`src/rtl/max51_pkg.sv`:
```
// Shared widths, result layout and reset value for the max51 leaf.
// Optional min(A,B) outputs are enabled by defining MAX51_MIN_EN.
package max51_pkg;

  localparam int unsigned OPW      = 4;
  localparam int unsigned RESW     = 5;
  localparam int unsigned FLAG_BIT = 4;
  localparam int unsigned MAX_MSB  = 3;

  localparam logic [RESW-1:0] RES_RST = 5'b0;

  // Registered result word: select flag above the 4-bit maximum.
  typedef struct packed {
    logic           flag;
    logic [OPW-1:0] max;
  } result_t;

endpackage : max51_pkg

```
`src/rtl/max51_cmp4.sv`:
```
// Combinational 4-bit unsigned comparator, MSB-first ripple: gt = (b > a).
module max51_cmp4
  import max51_pkg::*;
(
  input  logic [OPW-1:0] a_i,
  input  logic [OPW-1:0] b_i,
  output logic           gt_c_o
);

  logic found_c;

  // First differing bit from the MSB decides; equal operands give gt=0.
  always_comb begin
    gt_c_o  = 1'b0;
    found_c = 1'b0;
    for (int i = int'(OPW) - 1; i >= 0; i--) begin
      if (!found_c && (a_i[i] != b_i[i])) begin
        gt_c_o  = b_i[i];
        found_c = 1'b1;
      end
    end
  end

endmodule : max51_cmp4

```
`src/rtl/max51_unit.sv`:
```
// Registered 4-bit unsigned max selector: A={pi7..pi4}, B={pi3..pi0}.
// po4 flags B > A, {po3..po0} = max(A,B), one cycle latency.
// Define MAX51_MIN_EN to add registered min(A,B) outputs pm3..pm0.
module max51_unit
  import max51_pkg::*;
(
  input  logic clk,
  input  logic rst_n,
  input  logic in_valid,
  input  logic pi7,
  input  logic pi6,
  input  logic pi5,
  input  logic pi4,
  input  logic pi3,
  input  logic pi2,
  input  logic pi1,
  input  logic pi0,
  output logic out_valid,
`ifdef MAX51_MIN_EN
  output logic pm3,
  output logic pm2,
  output logic pm1,
  output logic pm0,
`endif
  output logic po4,
  output logic po3,
  output logic po2,
  output logic po1,
  output logic po0
);

  logic [OPW-1:0] a_c;
  logic [OPW-1:0] b_c;
  logic           gt_c;
  result_t        res_d;
  result_t        res_q;
  logic           valid_q;

  assign a_c = {pi7, pi6, pi5, pi4};
  assign b_c = {pi3, pi2, pi1, pi0};

  max51_cmp4 u_cmp (
    .a_i    (a_c),
    .b_i    (b_c),
    .gt_c_o (gt_c)
  );

  // Select the larger operand; ties keep A with flag clear.
  always_comb begin
    res_d      = RES_RST;
    res_d.flag = gt_c;
    res_d.max  = gt_c ? b_c : a_c;
  end

  // Result register loads only on valid input; valid flop tracks in_valid.
  always_ff @(posedge clk or negedge rst_n) begin
    if (!rst_n) begin
      res_q   <= RES_RST;
      valid_q <= 1'b0;
    end else begin
      valid_q <= in_valid;
      if (in_valid) begin
        res_q <= res_d;
      end
    end
  end

  assign out_valid = valid_q;
  assign po4       = res_q.flag;
  assign {po3, po2, po1, po0} = res_q.max;

`ifdef MAX51_MIN_EN
  logic [OPW-1:0] min_d;
  logic [OPW-1:0] min_q;

  // Smaller operand; ties report A (identical to B anyway).
  always_comb begin
    min_d = gt_c ? a_c : b_c;
    if (!gt_c && (a_c == b_c)) begin
      min_d = a_c;
    end
  end

  // Min register shares the result stage and its load enable.
  always_ff @(posedge clk or negedge rst_n) begin
    if (!rst_n) begin
      min_q <= OPW'(0);
    end else if (in_valid) begin
      min_q <= min_d;
    end
  end

  assign {pm3, pm2, pm1, pm0} = min_q;
`endif

endmodule : max51_unit

```
`config.mk`:
```
export PLATFORM = sky130hd
export DESIGN_NAME = max51_unit
export DESIGN_NICKNAME = d
export VERILOG_FILES = /design/src/rtl/max51_pkg.sv /design/src/rtl/max51_cmp4.sv /design/src/rtl/max51_unit.sv
export SDC_FILE = /design/constraint.sdc
export NUM_CORES = 1
export LEC_CHECK = 0
export BUFFER_PORTS_ARGS = -buffer_cell sky130_fd_sc_hd__buf_2
export CORE_AREA = 2 2 39 41
export DETAILED_ROUTE_END_ITERATION = 7
export DIE_AREA = 0 0 41 43
export PLACE_DENSITY_LB_ADDON = 0.1
export SYNTH_ARGS = -nofsm -noshare
export SYNTH_HDL_FRONTEND = slang
export SYNTH_HIERARCHICAL = 1
export SYNTH_SLANG_ARGS = --single-unit
```
`constraint.sdc`:
```
create_clock -name clk -period 2 [get_ports clk]
set_input_delay 0.4 -clock clk [delete_from_list [all_inputs] [get_ports clk]]
set_output_delay 0.4 -clock clk [all_outputs]
set_load 0.01 [all_outputs]
```
# After elaboration in Yosys (flattened, before gate mapping)
# Index checks and enable logic that the tools add are counted.
dict set report op_classes {
  add_sub_neg 0
  n_mul 0
  n_div 0
  magnitude_cmp 0
  n_eq_ne 4
  shift 0
  n_mux 8
  bitwise_logic 0
  n_reduce_logical 6
}
# op n
set ops {}
lappend ops {{$mux W1} 7}
lappend ops {{$mux W4} 1}
lappend ops {{$ne A1 B1 Y1} 4}
lappend ops {{$logic_and A1 B1 Y1} 3}
lappend ops {{$logic_not A1 Y1} 3}
dict set report totals {
  register_bits 6
  latch_bits 0
  ram_bits 0
  rom_bits 0
  memories 0
}

# Depth between registers and ports, before layout
dict set report depth {
  word_depth 12
  ltp_mapped 8
  ltp_nobuf 7
}

# By module
# The synthesis kept the hierarchy.
# module n_inst cells_per_inst area_per_inst_um2
set modules_own_cells {}
lappend modules_own_cells {max51_unit 1 21 262.8}
lappend modules_own_cells {max51_cmp4 1 12 92.6}

# Least setup slack after synthesis
# Ideal clock, no wire load.
dict set report synth_timing {
  path_type {input to register}
  start {in pi7}
  end {reg res_q, in the netlist po4}
  setup_ns 0.125
  arrival_ns 1.685
  required_ns 1.875
  setup_slack_ns 0.190
  stages 7
  path_cell_list {inv_1 > ha_1 > a221oi_2 > o32ai_1 > a221o_1 > buf_6 > mux2_4}
}
dict set report synth_via {
  elab_chain_len 11
  elab_cells_between_ends 14
  classes_between {eq/ne: 1; mux: 7; reduce/logical: 6}
}
# item line_no
set synth_rtl {}
lappend synth_rtl {{from (decl)} max51_unit.sv:10} ;# input logic pi7,
lappend synth_rtl {{$ne A1 B1 Y1 *} max51_cmp4.sv:17} ;# if (!found_c && (a_i[i] != b_i[i])) begin
lappend synth_rtl {{$mux W1} max51_cmp4.sv:17}
lappend synth_rtl {{$logic_not A1 Y1} max51_cmp4.sv:17}
lappend synth_rtl {{$logic_and A1 B1 Y1} max51_cmp4.sv:17}
lappend synth_rtl {{$mux W1} max51_cmp4.sv:17}
lappend synth_rtl {{$logic_not A1 Y1} max51_cmp4.sv:17}
lappend synth_rtl {{$logic_and A1 B1 Y1} max51_cmp4.sv:17}
lappend synth_rtl {{$mux W1} max51_cmp4.sv:17}
lappend synth_rtl {{$logic_not A1 Y1} max51_cmp4.sv:17}
lappend synth_rtl {{$logic_and A1 B1 Y1} max51_cmp4.sv:17}
lappend synth_rtl {{$mux W1 *} max51_cmp4.sv:17}
lappend synth_rtl {{via gt_c} max51_unit.sv:34} ;# logic gt_c;
lappend synth_rtl {{to (signal assigned)} max51_unit.sv:63} ;# res_q <= res_d;
lappend synth_rtl {{to (decl)} max51_unit.sv:36} ;# result_t res_q;
# Mark *: on every way through the listed nets, which the timed path passes. The rest lies on a longest branch.
# A chain may end at the register's enable or synchronous reset.

# Worst setup path in the final report
dict set report layout_timing {
  start {in pi7}
  end {reg res_q, in the netlist po3}
}
dict set report layout_via {
  elab_chain_len 12
  elab_cells_between_ends 15
  classes_between {eq/ne: 1; mux: 8; reduce/logical: 6}
}
# item line_no
set layout_rtl {}
lappend layout_rtl {{$ne A1 B1 Y1 *} max51_cmp4.sv:17}
lappend layout_rtl {{$mux W1} max51_cmp4.sv:17}
lappend layout_rtl {{$logic_not A1 Y1} max51_cmp4.sv:17}
lappend layout_rtl {{$logic_and A1 B1 Y1} max51_cmp4.sv:17}
lappend layout_rtl {{$mux W1} max51_cmp4.sv:17}
lappend layout_rtl {{$logic_not A1 Y1} max51_cmp4.sv:17}
lappend layout_rtl {{$logic_and A1 B1 Y1} max51_cmp4.sv:17}
lappend layout_rtl {{$mux W1} max51_cmp4.sv:17}
lappend layout_rtl {{$logic_not A1 Y1} max51_cmp4.sv:17}
lappend layout_rtl {{$logic_and A1 B1 Y1} max51_cmp4.sv:17}
lappend layout_rtl {{$mux W1 *} max51_cmp4.sv:17}
lappend layout_rtl {{via gt_c} max51_unit.sv:34}
lappend layout_rtl {{$mux W4 *} max51_unit.sv:52} ;# res_d.max = gt_c ? b_c : a_c;
# Marked as above.

==> impl_results.md <==
- Status: finished, final reports clean
- First-pass GRT wire length: 1200 um
- Largest family of logic cells by synthesized area: compound AO/OA/AOI/OAI gates
- Post-Synth Simple-Gate Area: 0.127
- WL/cell: 11.2 um
- Clk buf depth: 2
- Die Area: 1760 um^2
- Seq cells post-synth: 6
- HP Class: in -> reg
- DP HPWL: 608 um
- Drt total wl: 753 um
- Startpoint Class: input pin
- Initial DRC Count: 5
- Fin area: between 400 and 500 um^2
- Synth warn: 6
- Hold Buf Count CTS: 1
- Initial antenna violation count: 0
- Slew Viols, Final: 0
- Port bufs: 16
- Placed cells: between 60 and 70
- CP Cell Sequence: buf_2 > inv_1 > ha_1 > a221oi_2 > o32ai_1 > a221o_1 > mux2i_1 > a21oi_1
- Avg Cell Area, Syn: between 10 and 15 um^2
- RSZ-0062 raised after global routing: false
- Worst Skew: 0 ns
- Worst slew pin tran: between 0.2 and 0.3 ns
- Non-Filler Instances: 67
- Commonest non-fill, non-tap cell in the layout: buf_2
- Number of detailed-route iterations in the first pass: 4
- CTS Root Cell: clkbuf_4
- Die Ht: 43 um
- CTS buffer count: 3
- Area growth from synthesis to layout: 31.0%
- CTS clock-pin slew for the worst setup and hold paths: 0.04 ns
- Std-Cell Rows: 14
- # clock sinks: 6
- Via count: 313
- Worst setup EP type: flop
- Post-synthesis net count: 45
- Floorplan die width: 41 um
- Max_cap viols: 0
- Max VDD drop: 0.319 mV
- Antenna fix cells: 0
- Finish-stage setup viols: 0
- Core Box Area: 1380 um^2
- Distinct cells, synth: 15
- Post-synthesis mux area share: 0.155
- Critical Path Slowest Stage Cell: a221o_1
- Fin nets: 65
- TritonCTS clock tree: built
- Total power: about 0.35 mW
- DRC: 0
- Initial core utilization: 0.257
- CP peak stage delay: 0.41 ns
- Cell Area, Synth: 355 um^2
- Lkg Pwr: 0.232 nW
- Final core occ: 0.336
- Post-Synth XOR/XNOR Area: 0
- Final period utilization: 0.873
- Req. time, crit path: 2.12 ns
- Slew HR: 0.815
- Crit Path Max Fanout: 5
- Clk_lat worst skew: 0.24 ns
- WS Path Type: in -> reg
- I/O pins: 17
- Final Hold Fails: 0
- Arr. time, crit path: about 1.9 ns
- Largest net degree at the start of global routing: 11
- Peak Freq: 572 MHz
- Vias in the first global route: 307
- CTS H-tree depth: 1
- Post-Synth Adder-Cell Area: 0.0352
- Pwr/cell area: 756 nW/um^2
- Synth Area in Compound Gates: 0.165
- Sequential area share after synthesis: 0.423
- Syn Inst Count: 33
- Fin crit period: 1.75 ns
- Aggregate global routing overflow: 0
- Share of cells above drive strength 1: 0.431
- Area after DPL: between 400 and 500 um^2
- Total Routing Usage GR: 0.105
- ANT nets after route: 0
- Post-CTS Resized: 0
- Routability cong.: 0.621
- Post-CTS Setup Bufs: 0
- Highest-count cells in the layout ignoring fill and taps: buf_2, dfrtp_1, nor2_1, a21oi_1, mux2i_1
- Drt via density: 4.67
-- through the flow --
stage               worst slack (ns)  hold slack [ns]  TNS [ns]
floorplan                      0.190            0.104         0
global placement              0.0339            0.222         0
detailed placement          -0.00598            0.230  -0.00598
CTS                            0.254            0.370         0
global route                   0.176            0.382         0
finish                         0.253            0.380         0
-- area by class of cell --
cell class	count	area, um^2
Clock buffer	3	22.5
Fill cell	151	918
Inverter	3	11.3
Multi-Input combinational cell	22	171
Sequential cell	6	150
Tap cell	16	20.0
Timing Repair Buffer	17	90.1
-- kinds of logic after synthesis --
family / after synthesis
adder cells (fa/ha/maj): 1
multiplexers: 5
AO/OA/AOI/OAI: 8
buffers and inverters: 5
flip-flops: 6
AND/OR/NAND/NOR: 8
-- synth_stat cells, drive strengths merged --
cell type	instances	area (um^2)
mux2i	4	40.0
nor4	1	6.26
ha	1	12.5
o32ai	1	8.76
nor2b	1	6.26
a21oi	5	25.0
inv	2	7.51
dfrtp	6	150
a221o	1	10.0
buf	2	22.5
mux2	1	15.0
nand2b	1	13.8
nor2	5	18.8
a221oi	1	15.0
clkinv	1	3.75
-- routing by layer --
metal / share of wire / track usage / vias up / wire (um)
met4: 0.019 / 0.0800 / 0 / 14
met5: 0 / 0 / - / 0
met1: 0.44 / 0.128 / 147 / 330
met2: 0.48 / 0.138 / 10 / 365
met3: 0.056 / 0.0471 / 2 / 42
li1: - / - / 154 / -
-- power breakdown --
group | internal, mW | total, mW | switching [mW]
Sequential | 0.138 | 0.146 | 0.00785
Clock | 0.0678 | 0.110 | 0.0422
Combinational | 0.0479 | 0.0965 | 0.0486
Total | 0.253 | 0.352 | 0.0986
-- final timing paths --
kind	to	depth (start not counted)	start	slack (ns)
worst min-delay path	out_valid$_DFF_PN0_	1	in_valid	0.38
worst max register to register	po4$_DFFE_PN0P_	1	po4$_DFFE_PN0P_	1.24
worst max-delay path	po3$_DFFE_PN0P_	8	pi7	0.25
min in group asynchronous	out_valid$_DFF_PN0_	2	rst_n	0.51
max in group asynchronous	po1$_DFFE_PN0P_	2	rst_n	1.35
worst min register to register	po4$_DFFE_PN0P_	1	po4$_DFFE_PN0P_	0.52
-- state kept, by name, indices dropped and copies added, names as in the netlist --
signal,flops
po2,1
out_valid,1
po4,1
po1,1
po3,1
po0,1
-- critical path, delay by kind of cell --
kind / cells / cell delay, ns
AOI/OAI and AO/OA: 4 / 0.91
adders and majority gates: 1 / 0.23
muxes: 1 / 0.20
buffers and inverters: 2 / 0.13
Power figures use the tool's default switching activity.
